`src/rtl/booth_seq_accumulator.sv`:
```
// ---------------------------------------------------------------------------
// booth_seq_accumulator
//   Iterative radix-2 Booth multiplier stage. One multiplier bit pair
//   {Q[0], q_prev} is scanned per clock in RUN. Each scan adds 0, +M or -M
//   into a PWIDTH-bit signed accumulator. The shifted multiplicand M is
//   doubled after every step. Operands arrive on a valid/ready handshake.
//   The product leaves on a second valid/ready handshake.
//
// Ports
//   clk        rising-edge clock
//   rst_n      synchronous reset, active low
//   in_valid   operand pair valid
//   in_ready   block can accept operands (IDLE only)
//   MCAND      signed multiplicand, WIDTH bits
//   MPLIER     signed multiplier, WIDTH bits
//   out_valid  PRODUCT valid (DONE)
//   out_ready  consumer accepts PRODUCT
//   PRODUCT    signed product MCAND*MPLIER, PWIDTH bits. It holds its value
//              after the output handshake and is cleared only by reset.
//   busy       high while in RUN
//
// Optional feature
//   BOOTH_EARLY_TERM_EN: RUN ends early once the remaining multiplier bits
//   are all equal to q_prev. In that case every remaining pair contributes
//   nothing. Without the macro, RUN always lasts WIDTH cycles.
// ---------------------------------------------------------------------------
module booth_seq_accumulator #(
  parameter int WIDTH  = 26,
  parameter int PWIDTH = 2 * WIDTH
) (
  input  logic              clk,
  input  logic              rst_n,
  input  logic              in_valid,
  output logic              in_ready,
  input  logic [WIDTH-1:0]  MCAND,
  input  logic [WIDTH-1:0]  MPLIER,
  output logic              out_valid,
  input  logic              out_ready,
  output logic [PWIDTH-1:0] PRODUCT,
  output logic              busy
);

  localparam int SW = $clog2(WIDTH + 1);
  localparam logic [SW-1:0] LAST_STEP = SW'(WIDTH - 1);

  typedef enum logic [1:0] {
    IDLE = 2'd0,
    RUN  = 2'd1,
    DONE = 2'd2
  } state_e;

  state_e              state_q, state_d;
  logic [PWIDTH-1:0]   m_q, m_d;
  logic [WIDTH-1:0]    q_q, q_d;
  logic                qprev_q, qprev_d;
  logic [SW-1:0]       step_q, step_d;
  logic [PWIDTH-1:0]   acc_q, acc_d;
  logic [PWIDTH-1:0]   product_q, product_d;
  logic                in_ready_q, in_ready_d;
  logic                out_valid_q, out_valid_d;
  logic                busy_q, busy_d;
  logic                finish;

  always_comb begin
    state_d     = state_q;
    m_d         = m_q;
    q_d         = q_q;
    qprev_d     = qprev_q;
    step_d      = step_q;
    acc_d       = acc_q;
    product_d   = product_q;
    in_ready_d  = in_ready_q;
    out_valid_d = out_valid_q;
    busy_d      = busy_q;
    finish      = 1'b0;

    case (state_q)
      IDLE: begin
        if (in_valid && in_ready_q) begin
          m_d        = {{(PWIDTH-WIDTH){MCAND[WIDTH-1]}}, MCAND};
          q_d        = MPLIER;
          qprev_d    = 1'b0;
          acc_d      = '0;
          step_d     = '0;
          state_d    = RUN;
          in_ready_d = 1'b0;
          busy_d     = 1'b1;
        end
      end

      RUN: begin
        case ({q_q[0], qprev_q})
          2'b01:   acc_d = acc_q + m_q;
          2'b10:   acc_d = acc_q - m_q;
          default: acc_d = acc_q;
        endcase
        m_d     = m_q << 1;
        qprev_d = q_q[0];
        q_d     = {q_q[WIDTH-1], q_q[WIDTH-1:1]};
        step_d  = step_q + 1'b1;

        finish = (step_q == LAST_STEP);
`ifdef BOOTH_EARLY_TERM_EN
        // The post-shift Q and q_prev are all equal, so every remaining pair
        // is 00 or 11 and the accumulator already holds the final product.
        if ((q_d == '0 && !qprev_d) || (q_d == '1 && qprev_d))
          finish = 1'b1;
`endif

        if (finish) begin
          state_d     = DONE;
          busy_d      = 1'b0;
          out_valid_d = 1'b1;
          product_d   = acc_d;
        end
      end

      DONE: begin
        if (out_valid_q && out_ready) begin
          state_d     = IDLE;
          out_valid_d = 1'b0;
          in_ready_d  = 1'b1;
        end
      end

      default: begin
        state_d     = IDLE;
        in_ready_d  = 1'b1;
        out_valid_d = 1'b0;
        busy_d      = 1'b0;
      end
    endcase
  end

  always_ff @(posedge clk) begin
    if (!rst_n) begin
      state_q     <= IDLE;
      m_q         <= '0;
      q_q         <= '0;
      qprev_q     <= 1'b0;
      step_q      <= '0;
      acc_q       <= '0;
      product_q   <= '0;
      in_ready_q  <= 1'b1;
      out_valid_q <= 1'b0;
      busy_q      <= 1'b0;
    end else begin
      state_q     <= state_d;
      m_q         <= m_d;
      q_q         <= q_d;
      qprev_q     <= qprev_d;
      step_q      <= step_d;
      acc_q       <= acc_d;
      product_q   <= product_d;
      in_ready_q  <= in_ready_d;
      out_valid_q <= out_valid_d;
      busy_q      <= busy_d;
    end
  end

  assign in_ready  = in_ready_q;
  assign out_valid = out_valid_q;
  assign PRODUCT   = product_q;
  assign busy      = busy_q;

endmodule

```
`config.mk`:
```
export PLATFORM = sky130hd
export DESIGN_NAME = booth_seq_accumulator
export DESIGN_NICKNAME = d
export VERILOG_FILES = /design/src/rtl/booth_seq_accumulator.sv
export SDC_FILE = /design/constraint.sdc
export NUM_CORES = 1
export LEC_CHECK = 0
export CELL_PAD_IN_SITES_DETAIL_PLACEMENT = 1
export CELL_PAD_IN_SITES_GLOBAL_PLACEMENT = 1
export CORE_AREA = 2 2 163 165
export DETAILED_ROUTE_END_ITERATION = 10
export DIE_AREA = 0 0 165 167
export GPL_TIMING_DRIVEN = 0
export PLACE_DENSITY_LB_ADDON = 0.08
export SLEW_MARGIN = 40
export SYNTH_ARGS = -nofsm -noshare
export SYNTH_HDL_FRONTEND = slang
export SYNTH_SLANG_ARGS = --single-unit
```
`constraint.sdc`:
```
create_clock -name clk -period 12.1 [get_ports clk]
set_clock_uncertainty 0.2 [all_clocks]
set_input_delay 3.63 -clock clk [delete_from_list [all_inputs] [get_ports clk]]
set_output_delay 3.63 -clock clk [all_outputs]
set_load 0.02 [all_outputs]
```
Word level (Yosys, flattened, before mapping)
Index checks and enable logic that the tools add are counted.
{"block": "classes", "addsub": 3, "n_eq_ne": 8, "mux": 23, "n_bitwise": 3, "reduce_logical": 11}
{"op": "52-bit case mux with 2 select lines", "count": 3}
{"op": "52-bit 2-to-1 mux", "count": 2}
{"op": "52-bit adder", "count": 1}
{"op": "26-bit case mux with 2 select lines", "count": 1}
{"op": "52-bit subtractor", "count": 1}
{"op": "26-bit 2-to-1 mux", "count": 1}
{"op": "3-bit AND reduction", "count": 5}
{"op": "5-bit case mux with 2 select lines", "count": 1}
{"op": "1-bit case mux with 3 select lines", "count": 3}
{"op": "1-bit 2-to-1 mux", "count": 6}
{"op": "2-bit 2-to-1 mux", "count": 3}
{"op": "2-bit inequality test, second input constant", "count": 3}
{"op": "2-bit case mux with 3 select lines", "count": 1}
{"op": "5-bit by 1-bit adder with 5-bit output, second input constant", "count": 1}
{"op": "5-bit == test, second input constant", "count": 1}
{"op": "5-bit 2-to-1 mux", "count": 1}
{"op": "2-bit by 1-bit == test with 1-bit output, second input constant", "count": 2}
{"op": "2-bit == test, second input constant", "count": 2}
{"op": "2-bit AND reduction", "count": 2}
{"op": "1-bit inverter", "count": 3}
{"op": "1-bit logical AND", "count": 2}
{"op": "2-bit zero test", "count": 1}
{"op": "1-bit case mux with 2 select lines", "count": 1}
{"op": "2-bit nonzero test", "count": 1}
{"block": "totals", "register_bits": 193, "inputBits": 56, "output_inout_bits": 55, "elab_cells": 59}

Longest topological paths before layout
Gate-level depths: netlist of run 1.
{"block": "logic_depth", "depth_word": 3, "ltp_mapped": 23, "depth_no_buf": 22}

Worst setup path before layout of run 1
OpenSTA, ideal clock, no wires.
{"block": "synth_timing", "path_kind": "input port to flip-flop", "from": "input in_valid", "to": "register m_q[43]", "arrival_ps": 4943, "required_time_ps": 11772, "slack_ps": 6829, "path_stages": 8, "path_cell_list": "nand2b_1 > nor3b_1 > clkbuf_1 > nor2_1 > clkbuf_1 > clkbuf_1 > a221oi_1 > nor2_1"}
{"block": "synth_between", "elab_chain_cells": 3}
{"item": "from (decl)", "line": "33", "rtl": "input logic in_valid,"}
{"item": "1-bit logical AND", "line": "79", "rtl": "if (in_valid && in_ready_q) begin"}
{"item": "2-bit inequality test (no line)"}
{"item": "2-bit AND reduction (no line)"}
{"item": "to (signal assigned)", "line": "149", "rtl": "m_q <= m_d;"}
{"item": "to (decl)", "line": "53", "rtl": "logic [PWIDTH-1:0] m_q, m_d;"}
Every way passes these cells.
A chain may end at the register's enable or synchronous reset.

Final worst setup path of run 1
{"block": "layout_timing", "from": "input in_valid", "to": "register acc_q[22]"}
{"block": "layout_between", "elab_chain_cells": 3}
{"item": "1-bit logical AND", "line": "79"}
{"item": "2-bit inequality test (no line)"}
{"item": "2-bit AND reduction (no line)"}
{"item": "to (signal assigned)", "line": "142", "rtl": "acc_q <= '0;"}
{"item": "to (signal assigned)", "line": "153", "rtl": "acc_q <= acc_d;"}
{"item": "to (decl)", "line": "57", "rtl": "logic [PWIDTH-1:0] acc_q, acc_d;"}
Every way passes these cells.

==> results.py, run 1 <==
metrics = {
    "outcome": {
        "status": "finished, final reports clean",
    },
    "setup_path": {
        "r2r_slack_ns": 6.10,
        "critPathMaxStageDelay_ns": 0.62,
        "critPathMaxFanout": 10,
        "r2r_end": "acc_q[51]",
        "path_buf_inv": 3,
        "crit_type": "primary input to flip-flop",
        "worst_setup_path_start_kind": "primary input",
        "arrival_ns": 6.36,
        "reg2regPathDepth": 21,
        "crit_required_ns": 12.23,
        "cp-startpoint": "in_valid",
        "r2r_start": "m_q[0]",
        "worstSetupEndpoint": "acc_q[22]",
        "end_kind": "flip-flop",
        "slowest_stage": "clkbuf_1",
        "worstPathCellList": "clkdlybuf4s50_1, nand2b_1, nor3b_1, clkbuf_1, nor2_1, clkbuf_1, a22oi_1, nor2_1",
        "crit_family": "buffers and inverters",
        "worstSetupPathDepth": 8,
    },
    "clock_tree": {
        "clock_sinks": 193,
        "clk_latency_ns": 0.47,
        "cts_tree": "yes",
        "ctsHoldBuffers": 0,
        "htreeDepth": 4,
        "cts-root-buf": "clkbuf_16",
        "ctsResizeCount": 0,
        "cts_made_buffers": 17,
        "clkSlewWorstSetupHoldPaths_ns": 0.09,
        "cts_setup_buffers": 0,
        "cts_buffer_depth": 2,
    },
    "global_routing": {
        "grt-ovfl-total": 0,
        "antenna_found_initial": 0,
        "grt.met3_usage": 0.0473,
        "met1_usage": 0.456,
        "grt_max_degree": 26,
        "busiest_layer": "met2",
        "gr-usage-met2": 0.576,
        "grt_pass1_vias": 12800,
        "grt_pass1_wl_um": 73200,
        "track_usage": 0.345,
    },
    "timing": {
        "fin_setup_tns_ns": 0,
        "hold_slack_ns": 0.266,
        "worstMarginPinSlew_ns": 0.910,
        "hold_viol_final": 0,
        "setup_viol": 0,
        "drv_slew": 0,
        "maxClockFrequency_mhz": 161,
        "min_period_ns": 6.23,
        "min_period_over_period": 0.515,
        "rsz0062_at_grt": "no",
        "maxSlewHeadroom": 0.394,
    },
    "route": {
        "dr.pass1.iters": 5,
        "vias": 12600,
        "wl_per_cell_um": 23.0,
        "via_per_inst": 6.13,
        "drt_iter0_drc": 830,
        "drc": 0,
        "ant_nets": 0,
        "wl_um": 47200,
    },
    "synthesis": {
        "synth_fp_nets": 1687,
        "async_flop_share": 0,
        "syn_avg_cell_area_um2": 7.46,
        "yosys_warnings": 0,
        "netlist_instances": 1575,
        "seq_area_frac_synth": 0.329,
        "synth_edf_count": 0,
        "synthFlopType": "dfxtp_1",
        "synth_cell_types": 62,
        "syn-cell-area_um2": 11800,
        "yosys_register_bits": 193,
    },
    "floorplanning": {
        "die_y_um": 167,
        "die_w_um": 165,
        "dieArea_um2": 27600,
        "num_rows": 59,
        "core_um2": 25800,
        "initial_core_util": 0.456,
        "ioPinCount": 111,
    },
    "cells_and_area": {
        "layout.cells.non_filler": 2052,
        "final_common_cell": "nand2_1",
        "fin_nets": 1816,
        "antennaDiodeCount": 0,
        "post-route-cell-area_um2": 13900,
        "syn2layout_area_growth_pct": 18.7,
        "final_layout_size_suffix_gt1_frac": 0.0309,
        "fillers": 3284,
        "most-common-layout-cells": "nand2_1, nor2_1, dfxtp_1",
    },
    "power": {
        "power_density_nw_per_um2": 142,
        "ir_worst_vdd_mv": 0.0750,
        "total_power_w": 0.00198,
        "cellLeakagePower_nw": 5.09,
    },
    "placement": {
        "dp.cells": 2020,
        "placed_cell_area_um2": 13300,
        "port_buffers": 110,
        "dp_hpwl_um": 36000,
        "place.gp.congestion": 0.946,
    },
    "run": {
        "maxCapViolCount": 0,
    },
    "min_path": {
        "hp-class": "flip-flop to flip-flop",
    },
}
## metrics by stage
| step | util | setup WS [ns] |
|---|---|---|
| 2_1_floorplan | - | 6.83 |
| 3_3_place_gp | 0.515 | 5.54 |
| 3_5_place_dp | 0.515 | 5.46 |
| 4_1_cts | 0.541 | 5.93 |
| 5_1_grt | 0.541 | 5.61 |
| 6_report | 0.541 | 5.87 |
## cells in the mapped netlist, types with 25 or more instances
library cell	instances	area share
a31oi_1	27	0.014
nand3_1	26	0.011
nor3_1	37	0.016
o21ai_0	65	0.028
nand2_1	232	0.074
clkbuf_1	115	0.037
xor2_1	25	0.019
a311oi_1	54	0.040
a221oi_1	28	0.021
ha_1	55	0.059
dfxtp_1	193	0.33
nor2_1	213	0.068
inv_1	29	0.0093
a21oi_1	143	0.061
xnor2_1	77	0.057
## logic make-up (layout without fill, tap and decap cells)
group / Yosys count / in the layout / synth area share
flip-flops: 193 / 193 / 0.329
XOR/XNOR: 102 / 102 / 0.0760
AND/OR/NAND/NOR: 610 / 610 / 0.227
adder cells (fa/ha/maj): 56 / 56 / 0.0603
multiplexers: 9 / 9 / 0.00777
AO/OA/AOI/OAI: 454 / 454 / 0.252
buffers and inverters: 151 / 293 / 0.0489
## flip-flops by register name, indices dropped and copies added, names as in the netlist
signal	cells
PRODUCT	52
step_q	5
out_valid	1
acc_q	52
m_q	52
q_q	26
in_ready	1
state_q	2
qprev_q	1
busy	1
## layout make-up
cell class | count | area (µm²) | share of cell area
clock buffers | 17 | 425 | 0.0305
repair buffers | 110 | 1100 | 0.0790
multi-input cells | 1231 | 7320 | 0.525
clock inverters | 15 | 235 | 0.0169
plain buffers | 121 | 468 | 0.0336
inverters | 30 | 113 | 0.00807
flip-flops and latches | 193 | 3860 | 0.277
well taps | 335 | 419 | 0.0301
## power by group
group / total [W] / internal, W / switching (W)
logic: 0.000619 / 0.000208 / 0.000410
registers: 0.000707 / 0.000669 / 0.0000378
clock network: 0.000650 / 0.000301 / 0.000349
## how the worst min path moves through the flow
stage / startpoint / end / cells after the start
2_1_floorplan: q_q[25] / q_q[25] / 2
3_3_place_gp: q_q[25] / q_q[25] / 2
3_5_place_dp: q_q[25] / q_q[25] / 2
4_1_cts: q_q[25] / q_q[25] / 2
5_1_grt: PRODUCT[0] / PRODUCT[0] / 2
6_report: q_q[25] / q_q[25] / 2
## worst min-delay path: cells and delay by family, from the launching register on
family             cells  cell delay (ns)
AOI/OAI and AO/OA      1             0.05
and+or+nand+nor        1             0.05
DFF                    1             0.32
## layer usage
metal	wire length, µm	part of all wire
met3	2820	0.060
met4	1460	0.031
met5	0	0
met1	20600	0.44
met2	22200	0.47
Note: power is estimated with default switching activity, not from simulation.
==> run 2, diff against run 1 <==
CORE_AREA = 2 2 169 171   (was 2 2 163 165)
DIE_AREA = 0 0 171 173   (was 0 0 165 167)
clock period = 6.2 ns   (was 12.1 ns; I/O delays follow)
==> run 2 against run 1 <==
  * Hold slack better by 0.0049 ns
  * Sequential cell count unchanged
  * Core utilization fell by 3.7 points
  * Setup slack worse by 5.5 ns
  * Highest routed layer unchanged
  * Via count fell by 1.7%
  * Combinational power is 94% higher
  * Non-clock buffer count unchanged
  * First-iteration DRC count is 9.3% lower
  * Sequential power up 95%
  * Global-route usage down 2.8 points
  * Sequential share of layout area is essentially flat
==> results.py, run 2 (same netlist as run 1, synthesis figures left out) <==
metrics = {
    "outcome": {
        "status": "finished, final reports clean",
    },
    "clock_tree": {
        "cts_buffer_depth": 2,
        "cts_setup_buffers": 0,
        "ctsResizeCount": 0,
        "cts-root-buf": "clkbuf_16",
        "clkSlewWorstSetupHoldPaths_ns": 0.09,
        "htreeDepth": 4,
        "cts_tree": "yes",
        "cts_made_buffers": 17,
        "ctsHoldBuffers": 0,
        "clock_sinks": 193,
        "clk_latency_ns": 0.47,
    },
    "timing": {
        "fin_setup_tns_ns": 0,
        "maxClockFrequency_mhz": 171,
        "setup_ws_ns": 0.335,
        "worstMarginPinSlew_ns": 0.892,
        "rsz0062_at_grt": "no",
        "setup_viol": 0,
        "maxSlewHeadroom": 0.405,
        "drv_slew": 0,
        "min_period_over_period": 0.946,
        "hold_slack_ns": 0.271,
        "hold_viol_final": 0,
        "min_period_ns": 5.86,
    },
    "cells_and_area": {
        "antennaDiodeCount": 0,
        "multiInputGateArea_um2": 7330,
        "final_layout_size_suffix_gt1_frac": 0.0344,
        "ff_latch_area_um2": 3860,
        "fillers": 3501,
        "syn2layout_area_growth_pct": 18.5,
        "fin_nets": 1816,
        "most-common-layout-cells": "nand2_1, nor2_1, dfxtp_1",
        "final_common_cell": "nand2_1",
    },
    "global_routing": {
        "grt_max_degree": 20,
        "grt-ovfl-total": 0,
        "track_usage": 0.317,
        "grt_pass1_vias": 12500,
        "antenna_found_initial": 0,
        "grt_pass1_wl_um": 72000,
    },
    "floorplanning": {
        "dieArea_um2": 29600,
        "initial_core_util": 0.425,
        "num_rows": 61,
        "ioPinCount": 111,
        "die_w_um": 171,
        "die_y_um": 173,
        "core_um2": 27600,
    },
    "setup_path": {
        "crit_required_ns": 6.40,
        "worst_setup_path_start_kind": "flip-flop",
        "crit_type": "flip-flop to flip-flop",
        "end_kind": "flip-flop",
        "arrival_ns": 6.06,
        "critPathMaxFanout": 9,
    },
    "route": {
        "wl_per_cell_um": 22.3,
        "drt_iter0_drc": 753,
        "wl_um": 46800,
        "via_per_inst": 5.91,
        "ant_nets": 0,
        "drc": 0,
        "dr.pass1.iters": 5,
        "vias": 12400,
    },
    "placement": {
        "place.gp.congestion": 0.918,
        "dp_hpwl_um": 35800,
        "place_ws_ns": 0.222,
        "port_buffers": 110,
    },
    "run": {
        "maxCapViolCount": 0,
    },
    "power": {
        "power_density_nw_per_um2": 265,
        "ir_worst_vdd_mv": 0.182,
        "cellLeakagePower_nw": 5.07,
    },
    "min_path": {
        "hp-class": "flip-flop to flip-flop",
    },
}
==> run 2: cell count changes in the layout (fill, tap and decap cells not counted), moves of 3 or more <==
cell / before / now
clkinv_2: 0 / 3
inv_12: 7 / 0
inv_6: 2 / 6
inv_16: 3 / 0
clkbuf_2: 4 / 10
clkbuf_1: 111 / 106
==> run 2: final timing paths <==
kind / slack, ns / start / cells past startpoint / end
worst min register to register: 0.27 / q_q[25] / 2 / q_q[25]
worst max-delay path: 0.34 / m_q[0] / 21 / acc_q[51]
worst min-delay path: 0.27 / q_q[25] / 2 / q_q[25]
worst max register to register: 0.34 / m_q[0] / 21 / acc_q[51]
==> run 2: worst max-delay path: stages (launching register included) <==
cell and delay (ns):
dfxtp_1 0.40, inv_1 0.09, ha_1 0.17, nor3b_1 0.38, and2_1 0.32, nand3_1 0.22, nor3_1 0.50, nand3_1 0.21
nor4_4 0.30, a21oi_1 0.14, xnor2_1 0.20, ha_1 0.29, clkbuf_1 0.34, nand4_1 0.26, nor3_1 0.39, nor2b_1 0.23
a32o_1 0.14, a21o_1 0.09, o21ai_1 0.15, xnor2_1 0.41, o211ai_1 0.14, a31oi_1 0.21
==> run 2: final cells by class <==
| type | count | share of cell area |
|---|---|---|
| multi-input combinational | 1231 | 0.526 |
| sequential | 193 | 0.277 |
| timing repair buffer | 110 | 0.0790 |
| buffer | 121 | 0.0340 |
| tap | 378 | 0.0339 |
| clock buffer | 17 | 0.0305 |
| clock inverter | 15 | 0.0105 |
| inverter | 30 | 0.00808 |
==> run 2: report_power, final <==
| part | switching (W) | total, W | internal (W) |
|---|---|---|---|
| logic | 0.000790 | 0.00120 | 0.000407 |
| clock network | 0.000587 | 0.00112 | 0.000535 |
| registers | 0.0000732 | 0.00138 | 0.00131 |
| total | 0.00145 | 0.00370 | 0.00225 |
==> run 2: layer usage <==
| layer | GRT usage | share of wire | up-vias |
|---|---|---|---|
| met5 | 0 | 0 | - |
| met3 | 0.0412 | 0.044 | 58 |
| met2 | 0.539 | 0.48 | 283 |
| met4 | 0.0734 | 0.020 | 0 |
| li1 | - | - | 5879 |
| met1 | 0.425 | 0.46 | 6156 |
==> run 2: stage by stage <==
step                       util  total power [W]  instances  instance area, µm²
after detailed placement  0.483          0.00257       2063               13300
after CTS                 0.503          0.00369       2095               13900
after global routing      0.504          0.00388       2095               13900
final                     0.504          0.00370       2095               13900
after global placement    0.482          0.00255       2063               13300
after floorplan               -          0.00220       1575               11800
==> run 3, diff against run 2 <==
CORE_AREA = 2 2 163 165   (was 2 2 169 171)
DIE_AREA = 0 0 165 167   (was 0 0 171 173)
clock period = 7.3 ns   (was 6.2 ns; I/O delays follow)
==> results of run 3 <==
Same layout as run 1 (identical final DEF). Status: finished, final reports clean.
Main changes from that run: setup slack after placement 5.46 ns -> 1.40 ns; setup slack after layout 5.87 ns -> 1.30 ns; start point of the critical path in_valid -> m_q[0]; end point of the critical path acc_q[22] -> acc_q[51]; register-to-register setup slack 6.10 ns -> 1.30 ns; total power 0.00198 W -> 0.00327 W; worst IR drop on VDD 0.0750 mV -> 0.124 mV
